<file path="config.mk">
export PLATFORM = sky130hd
export DESIGN_NAME = bpsk_burst_ctrl
export DESIGN_NICKNAME = d
export VERILOG_FILES = /design/src/rtl/bpsk_burst_ctrl.sv
export SDC_FILE = /design/constraint.sdc
export NUM_CORES = 1
export LEC_CHECK = 0
export ABC_AREA = 1
export CAP_MARGIN = 30
export CELL_PAD_IN_SITES_DETAIL_PLACEMENT = 0
export CELL_PAD_IN_SITES_GLOBAL_PLACEMENT = 1
export CORE_ASPECT_RATIO = 1.2
export CORE_MARGIN = 5
export CORE_UTILIZATION = 46
export CTS_CLUSTER_SIZE = 30
export DETAILED_ROUTE_END_ITERATION = 8
export PLACE_DENSITY_LB_ADDON = 0.05
export REMOVE_ABC_BUFFERS = 1
export SYNTH_ARGS = -nofsm -noshare
export SYNTH_HDL_FRONTEND = slang
export SYNTH_SLANG_ARGS = --single-unit
</file>
<file path="constraint.sdc">
create_clock -name clk -period 6.7 [get_ports clk]
set_input_delay 0.67 -clock clk [delete_from_list [all_inputs] [get_ports clk]]
set_output_delay 0.67 -clock clk [all_outputs]
set_load 0.02 [all_outputs]
</file>
<file path="src/rtl/bpsk_burst_ctrl.sv">
// BPSK burst sequencer: preamble, payload, FIR tail flush and guard gap.
// Every output is a flop computed from next-state values, so no input reaches an output directly.
module bpsk_burst_ctrl #(
  parameter int unsigned SYM_DIV   = 16,
  parameter int unsigned PRE_LEN   = 32,
  parameter int unsigned FLUSH_CYC = 64,
  parameter int unsigned GAP_CYC   = 100
) (
  input  logic        clk,
  input  logic        rst,
  input  logic        start,
  input  logic [15:0] len,
  input  logic        abort,
  input  logic        din,
  output logic        din_req,
  output logic        sym_stb,
  output logic        bit_out,
  output logic        data_en,
  output logic        busy,
  output logic        done,
  output logic [2:0]  state
);

  typedef enum logic [2:0] {
    StIdle    = 3'd0,
    StPre     = 3'd1,
    StPayload = 3'd2,
    StFlush   = 3'd3,
    StGap     = 3'd4
  } state_e;

  localparam logic [15:0] DivMax   = 16'(SYM_DIV - 1);
  localparam logic [15:0] PreMax   = 16'(PRE_LEN - 1);
  localparam logic [15:0] FlushMax = 16'(FLUSH_CYC - 1);
  localparam logic [15:0] GapMax   = 16'(GAP_CYC - 1);

  state_e      state_q, state_d;
  logic [15:0] div_q, div_d;
  logic [15:0] sym_q, sym_d;
  logic [15:0] cyc_q, cyc_d;
  logic [15:0] len_q, len_d;
  logic        din_req_q, din_req_d;
  logic        sym_stb_q, sym_stb_d;
  logic        bit_out_q, bit_out_d;
  logic        data_en_q, data_en_d;
  logic        busy_q, busy_d;
  logic        done_q, done_d;

  logic div_wrap;
  logic in_sym;

  always_comb begin
    state_d  = state_q;
    div_d    = div_q;
    sym_d    = sym_q;
    cyc_d    = cyc_q;
    len_d    = len_q;
    div_wrap = (div_q == DivMax);

    unique case (state_q)
      StIdle: begin
        if (start) begin
          state_d = StPre;
          len_d   = len;
          div_d   = '0;
          sym_d   = '0;
        end
      end
      StPre: begin
        if (abort) begin
          state_d = StFlush;
          cyc_d   = '0;
        end else begin
          div_d = div_wrap ? '0 : div_q + 16'd1;
          if (div_wrap) begin
            if (sym_q == PreMax) begin
              sym_d   = '0;
              cyc_d   = '0;
              state_d = (len_q == 16'd0) ? StFlush : StPayload;
            end else begin
              sym_d = sym_q + 16'd1;
            end
          end
        end
      end
      StPayload: begin
        if (abort) begin
          state_d = StFlush;
          cyc_d   = '0;
        end else begin
          div_d = div_wrap ? '0 : div_q + 16'd1;
          if (div_wrap) begin
            if (sym_q == len_q - 16'd1) begin
              state_d = StFlush;
              cyc_d   = '0;
            end else begin
              sym_d = sym_q + 16'd1;
            end
          end
        end
      end
      StFlush: begin
        if (cyc_q == FlushMax) begin
          state_d = StGap;
          cyc_d   = '0;
        end else begin
          cyc_d = cyc_q + 16'd1;
        end
      end
      StGap: begin
        if (cyc_q == GapMax) begin
          state_d = StIdle;
          cyc_d   = '0;
        end else begin
          cyc_d = cyc_q + 16'd1;
        end
      end
      default: state_d = StIdle;
    endcase
  end

  // Outputs are derived from the next-cycle state so they line up with it once registered.
  always_comb begin
    in_sym    = (state_d == StPre) || (state_d == StPayload);
    sym_stb_d = in_sym && (div_d == 16'd0);
    data_en_d = in_sym || (state_d == StFlush);
    busy_d    = (state_d != StIdle);
    done_d    = (state_d == StGap) && (cyc_d == GapMax);

    bit_out_d = 1'b0;
    if (state_d == StPre) begin
      bit_out_d = ~sym_d[0];
    end else if (state_d == StPayload) begin
      bit_out_d = (div_d == 16'd0) ? din : bit_out_q;
    end

    // Request the next payload bit in the final cycle of the symbol before it.
    din_req_d = 1'b0;
    if (div_d == DivMax) begin
      if (state_d == StPre) begin
        din_req_d = (sym_d == PreMax) && (len_d != 16'd0);
      end else if (state_d == StPayload) begin
        din_req_d = (sym_d != len_d - 16'd1);
      end
    end
  end

  always_ff @(posedge clk) begin
    if (!rst) begin
      state_q   <= StIdle;
      div_q     <= '0;
      sym_q     <= '0;
      cyc_q     <= '0;
      len_q     <= '0;
      din_req_q <= 1'b0;
      sym_stb_q <= 1'b0;
      bit_out_q <= 1'b0;
      data_en_q <= 1'b0;
      busy_q    <= 1'b0;
      done_q    <= 1'b0;
    end else begin
      state_q   <= state_d;
      div_q     <= div_d;
      sym_q     <= sym_d;
      cyc_q     <= cyc_d;
      len_q     <= len_d;
      din_req_q <= din_req_d;
      sym_stb_q <= sym_stb_d;
      bit_out_q <= bit_out_d;
      data_en_q <= data_en_d;
      busy_q    <= busy_d;
      done_q    <= done_d;
    end
  end

  assign state   = state_q;
  assign din_req = din_req_q;
  assign sym_stb = sym_stb_q;
  assign bit_out = bit_out_q;
  assign data_en = data_en_q;
  assign busy    = busy_q;
  assign done    = done_q;

endmodule

</file>
== Word level (Yosys, flattened, before mapping) ==
Cells that the tools add are included.
Word-level totals
  flip-flop bits (word level): 73
  bits of input ports: 21
  output and inout port bits: 9
  logic and storage cells: 86
Cells by class
  add/sub/neg operators: 5
  equality and inequality tests: 18
  muxes and demuxes: 39
  bitwise logic cells: 1
  reduce and logical (&&, ||, !) cells: 12
Operators by type and width (number)
  $mux 16: 20
  $pmux 16 s4: 1
  $add 16x1->16 const B: 3
  $pmux 16 s3: 1
  $eq 16x4->1 const B: 2
  $eq 16x5->1 const B: 2
  $eq 16x7->1 const B: 2
  $logic_not 16->1: 2
  $pmux 16 s2: 1
  $sub 16x1->16 const B: 2
  $mux 3: 9
  $eq 16x16->1: 1
  $eq 16x6->1 const B: 1
  $ne 16x16->1: 1
  $reduce_bool 16->1: 1
  $pmux 3 s5: 1
  $eq 3x2->1 const B: 4
  $eq 3x1->1 const B: 2
  $eq 3x3->1 const B: 2
  $mux 1: 6
  $logic_and 1x1->1: 3
  $logic_not 3->1: 1
  $ne 3x2->1 const B: 1
  $reduce_bool 3->1: 1
  4 further kinds: 5

== Longest topological paths before layout ==
  depth in word-level cells: 9
  depth in mapped cells: 27
  mapped depth without buffers: 26

== Worst setup path before layout ==
Ideal clock, no wire load.
  path type: register -> register
  from: register state_q[2], in the netlist state[2]
  to: register din_req_q, in the netlist din_req
  setup time: 116 ps
  arrival time: 2594 ps
  required time: 6584 ps
  path slack: 3990 ps
  stages on the path, launching flop included: 25
  buffers on the path: 1
  period minus slack after synthesis: 2710 ps
  cell sequence: dfxtp_1 nor2_2 nand2_1 inv_2 nand2_4 buf_6 nand2_1 o21a_1 inv_1 ha_1 nand3_1 nor2_2 nand4_1 inv_2 nand2_1 o21ai_2 nand2_1 nand2_1 nand2_1 nor2_1 nand2_1 nor2_1 nand2_1 nand2_1 a21oi_1
On the way
  word-level cells in the longest chain between the ends: 7
  elaborated cells on any way between the ends: 30
  those cells by class: add/sub (1); eq/ne (9); mux (15); reduce/logical (5)
RTL lines
  start: declaration: line 37  | state_e state_q, state_d;
  start signal: assignment: line 150  | state_q <= StIdle;
  start signal: assignment: line 162  | state_q <= state_d;
  parallel branches: the longest is 7 deep, another holds $sub 16x1->16
  end signal: assignment: line 167  | din_req_q <= din_req_d;
  end: declaration: line 42  | logic din_req_q, din_req_d;
Several ways; the timed one is not identified.
A chain may end at the register's enable or synchronous reset.

== Worst setup path after layout ==
  from: input port abort
  to: register bit_out_q, in the netlist bit_out
On the way
  word-level cells in the longest chain between the ends: 5
  elaborated cells on any way between the ends: 15
  those cells by class: eq/ne (3); mux (10); bitwise (1); reduce/logical (1)
RTL lines
  start: declaration: line 13  | input logic abort,
  $mux 3, on equally long branches: line 87, 70
  $pmux 3 s5: line 60  | unique case (state_q)
  $eq 3x2->1: line 133  | end else if (state_d == StPayload) begin
  $mux 1: line 133
  $mux 1: line 131  | if (state_d == StPre) begin
  end signal: assignment: line 169  | bit_out_q <= bit_out_d;
  end: declaration: line 44  | logic bit_out_q, bit_out_d;
Parallel ways exist; a longest one is shown, timed or not.

==> out/results.ini <==
[critical_path]
crit_slowest_cell=inv_1
crit_family=simple AND/OR/NAND/NOR gates
crit_start=abort
path_cells=clkdlybuf4s50_1 > buf_4 > inv_1 > nand2_1 > nor3_1 > nand2_1 > nor2_1 > nand2_1 > nor2_1 > nand2_1 > nor3_1 > nand2_1 > nand3_1 > o21ai_1 > nor3_1 > nand2_1 > o21ai_1 > and2_1 > nor2_1
required_ns=6.94
cp-end-kind=flip-flop
worstSetupPathType=in -> reg
cp_max_fo=20
r2r_start=len_q[0]
r2r-end=din_req
start_kind=input port
r2r_slack_ns=3.04
max_stage_delay_ns=0.50
crit_end=bit_out
cp_num_buf_inv=3
cp.arrival_ns=4.00
cpMostUsedCell=nand2_1
cp.depth=19
rr_worst_depth=21

[cts]
clockBufferDepth=2
cts_buffers=9
cts_root_buffer=clkbuf_16
path_clk_slew_ns=0.06
ctsResizeCount=0
cts.htree.levels=3
cts_setup_buffers=0
cts_sinks=73
clock_latency_ns=0.35
cts_tree=yes
hold_buffers=0

[floorplanning]
fp.dieArea_um2=15890
dieHeight_um=137.1
rows=46
ioPinCount=30
start_util=0.4679
coreArea_um2=13240
die_x_um=115.9

[global_route]
grt_usage=0.2530
grt_pass1_vias=6195
grt_overflow=0
grt_first_pass_wirelength_um=31190
grt_max_degree=66
antenna_found_initial=0

[power_and_ir_drop]
p_per_area_nw_per_um2=229.3
ir_worst_vdd_mv=0.1725
leakagePower_nw=3.166

[place]
io_buffers=29
place_hpwl_um=14990
gp_congestion=0.9349
placed_cell_area_um2=6596

[synthesis]
synth_edf_count=0
ys.flop_type=dfxtp_1
syn_avg_cell_area_um2=5.882
yosys.area.top_type=dfxtp_1
yosysTopAreaCellShare=0.2360
synthCells=1053
ys_async_sr_fraction=0
ys_seq_area_frac=0.2360
synthTopCellsByArea=dfxtp_1, nand2_1, nor2_1, inv_1, nand3_1
synth.most_common_cell=nand2_1
synth_commonest_cells=nand2_1, nor2_1, inv_1, nand3_1, dfxtp_1
netlist_area_um2=6193
synthDistinctLibCells=49
ys_seq_elements=73
yosysWarnings=0

[cells_and_area]
synthToLayoutAreaGrowth_pct=11.94
diodes=0
drive_above_1_share=0.08550
final_nets=1097
n_fill_cell=1468
design_area_um2=6933

[status]
status=complete, no violations

[timing]
tns_ns=0
slew_viol_final=0
hold_viol=0
fin_crit_ns=3.762
worst_pin_slew_ns=0.7520
fmax_mhz=265.8
final.period_utilization=0.5615
skew_ns=0.009124
rsz0062_at_grt=false
slew_headroom=0.4986
setup_violations=0

[drt]
first_pass_iters=6
routed_wl_um=19330
drt_iter0_drc=298
vias=6589
drc_errors=0
ant_nets=0
via_per_inst=5.297
post_drt_wl_per_cell_um=15.54

[job]
maxCapViolCount=0

[hold_path]
hold_path.class=reg -> reg

[sequential cells by signal (all words and copies together) (netlist names)]
signal,count
cyc_q,16
div_q,16
len_q,16
sym_q,16
state,3
bit_out,1
busy,1
data_en,1
din_req,1
done,1
sym_stb,1
[area by class of cell]
| type | count | area (um2) | area share |
|---|---|---|---|
| multi-input cells | 793 | 3998 | 0.5766 |
| well taps | 168 | 210.2 | 0.03032 |
| clock buffers | 11 | 232.7 | 0.03357 |
| repair buffers | 33 | 320.3 | 0.04620 |
| clock inverters | 5 | 103.9 | 0.01498 |
| flip-flops and latches | 73 | 1461 | 0.2108 |
| inverters | 161 | 606.8 | 0.08753 |
[cell families after synthesis]
logic type | count (synthesis) | synth area share
AOI/OAI and AO/OA | 146 | 0.1398
xor gates and xnor gates | 37 | 0.05232
adders and majority gates | 5 | 0.01010
buffers and inverters | 187 | 0.1186
DFF | 73 | 0.2360
and+or+nand+nor | 605 | 0.4432
[layout by cell type, fill, tap and decap left out, drive strengths merged, types with 4 or more instances in the layout]
| cell | netlist | routed |
|---|---|---|
| xor2 | 30 | 30 |
| dfxtp | 73 | 73 |
| o211ai | 4 | 4 |
| nor4 | 5 | 5 |
| xnor2 | 7 | 7 |
| nand2 | 282 | 282 |
| clkinv | 2 | 4 |
| inv | 159 | 159 |
| buf | 11 | 4 |
| nand3 | 95 | 95 |
| a22oi | 4 | 4 |
| nand4 | 31 | 31 |
| a21oi | 43 | 43 |
| nor2 | 158 | 158 |
| o21ai | 63 | 63 |
| a31oi | 4 | 4 |
| ha | 5 | 5 |
| o22ai | 14 | 14 |
| o21a | 4 | 4 |
| clkdlybuf4s50 | 0 | 29 |
| nor3 | 29 | 29 |
| clkbuf | 15 | 11 |
[power by group]
group          total, mW  internal (mW)  switching, mW
logic              0.531          0.171          0.359
registers          0.495          0.462         0.0329
clock network      0.564          0.364          0.200
total               1.59          0.998          0.592
[metal layers]
| metal | wire length (um) | share of wire | vias to the layer above | global-route usage |
|---|---|---|---|---|
| met5 | 0 | 0 | - | 0 |
| met4 | 720 | 0.037 | 0 | 0.1109 |
| met3 | 844 | 0.044 | 40 | 0.03229 |
| met2 | 9559 | 0.49 | 160 | 0.4463 |
| met1 | 8210 | 0.42 | 2950 | 0.3045 |
| li1 | - | - | 3439 | - |
[worst min-delay path by stage]
stage,cells past startpoint,from,endpoint,slack [ns]
floorplan,2,cyc_q[4],cyc_q[4],0.52
global placement,2,bit_out,bit_out,0.51
detailed placement,2,bit_out,bit_out,0.49
CTS,2,bit_out,bit_out,0.52
global route,2,bit_out,bit_out,0.56
finish,2,bit_out,bit_out,0.51
[per-stage QoR]
step / total power, mW / instances / hold WS [ns] / util / setup slack (ns)
after floorplan: 0.8794 / 1027 / 0.5156 / - / 3.747
after global placement: 1.034 / 1228 / 0.5061 / 0.4983 / 2.654
after detailed placement: 1.032 / 1228 / 0.4866 / 0.4983 / 2.559
after CTS: 1.598 / 1244 / 0.5165 / 0.5237 / 2.910
after global routing: 1.684 / 1244 / 0.5582 / 0.5237 / 2.428
final: 1.590 / 1244 / 0.5098 / 0.5237 / 2.938
[worst reg2reg max path, stage by stage (launching register included)]
cell and delay, ns:
dfxtp_1 0.32, inv_2 0.10, ha_1 0.32, inv_1 0.13, nor2_2 0.21, nand3_1 0.13
nand3_1 0.11, o21ai_2 0.09, nor2_4 0.20, nand3_2 0.32, nand2_2 0.39, nand2_1 0.08
nand3_1 0.09, nand3_1 0.25, nand2_1 0.23, nand3_1 0.10, nor2_1 0.10, nand2_1 0.05
nor2_1 0.08, nand2_1 0.10, nand2_1 0.07, a21oi_1 0.05
No activity file was read; power rests on OpenSTA's default activity.
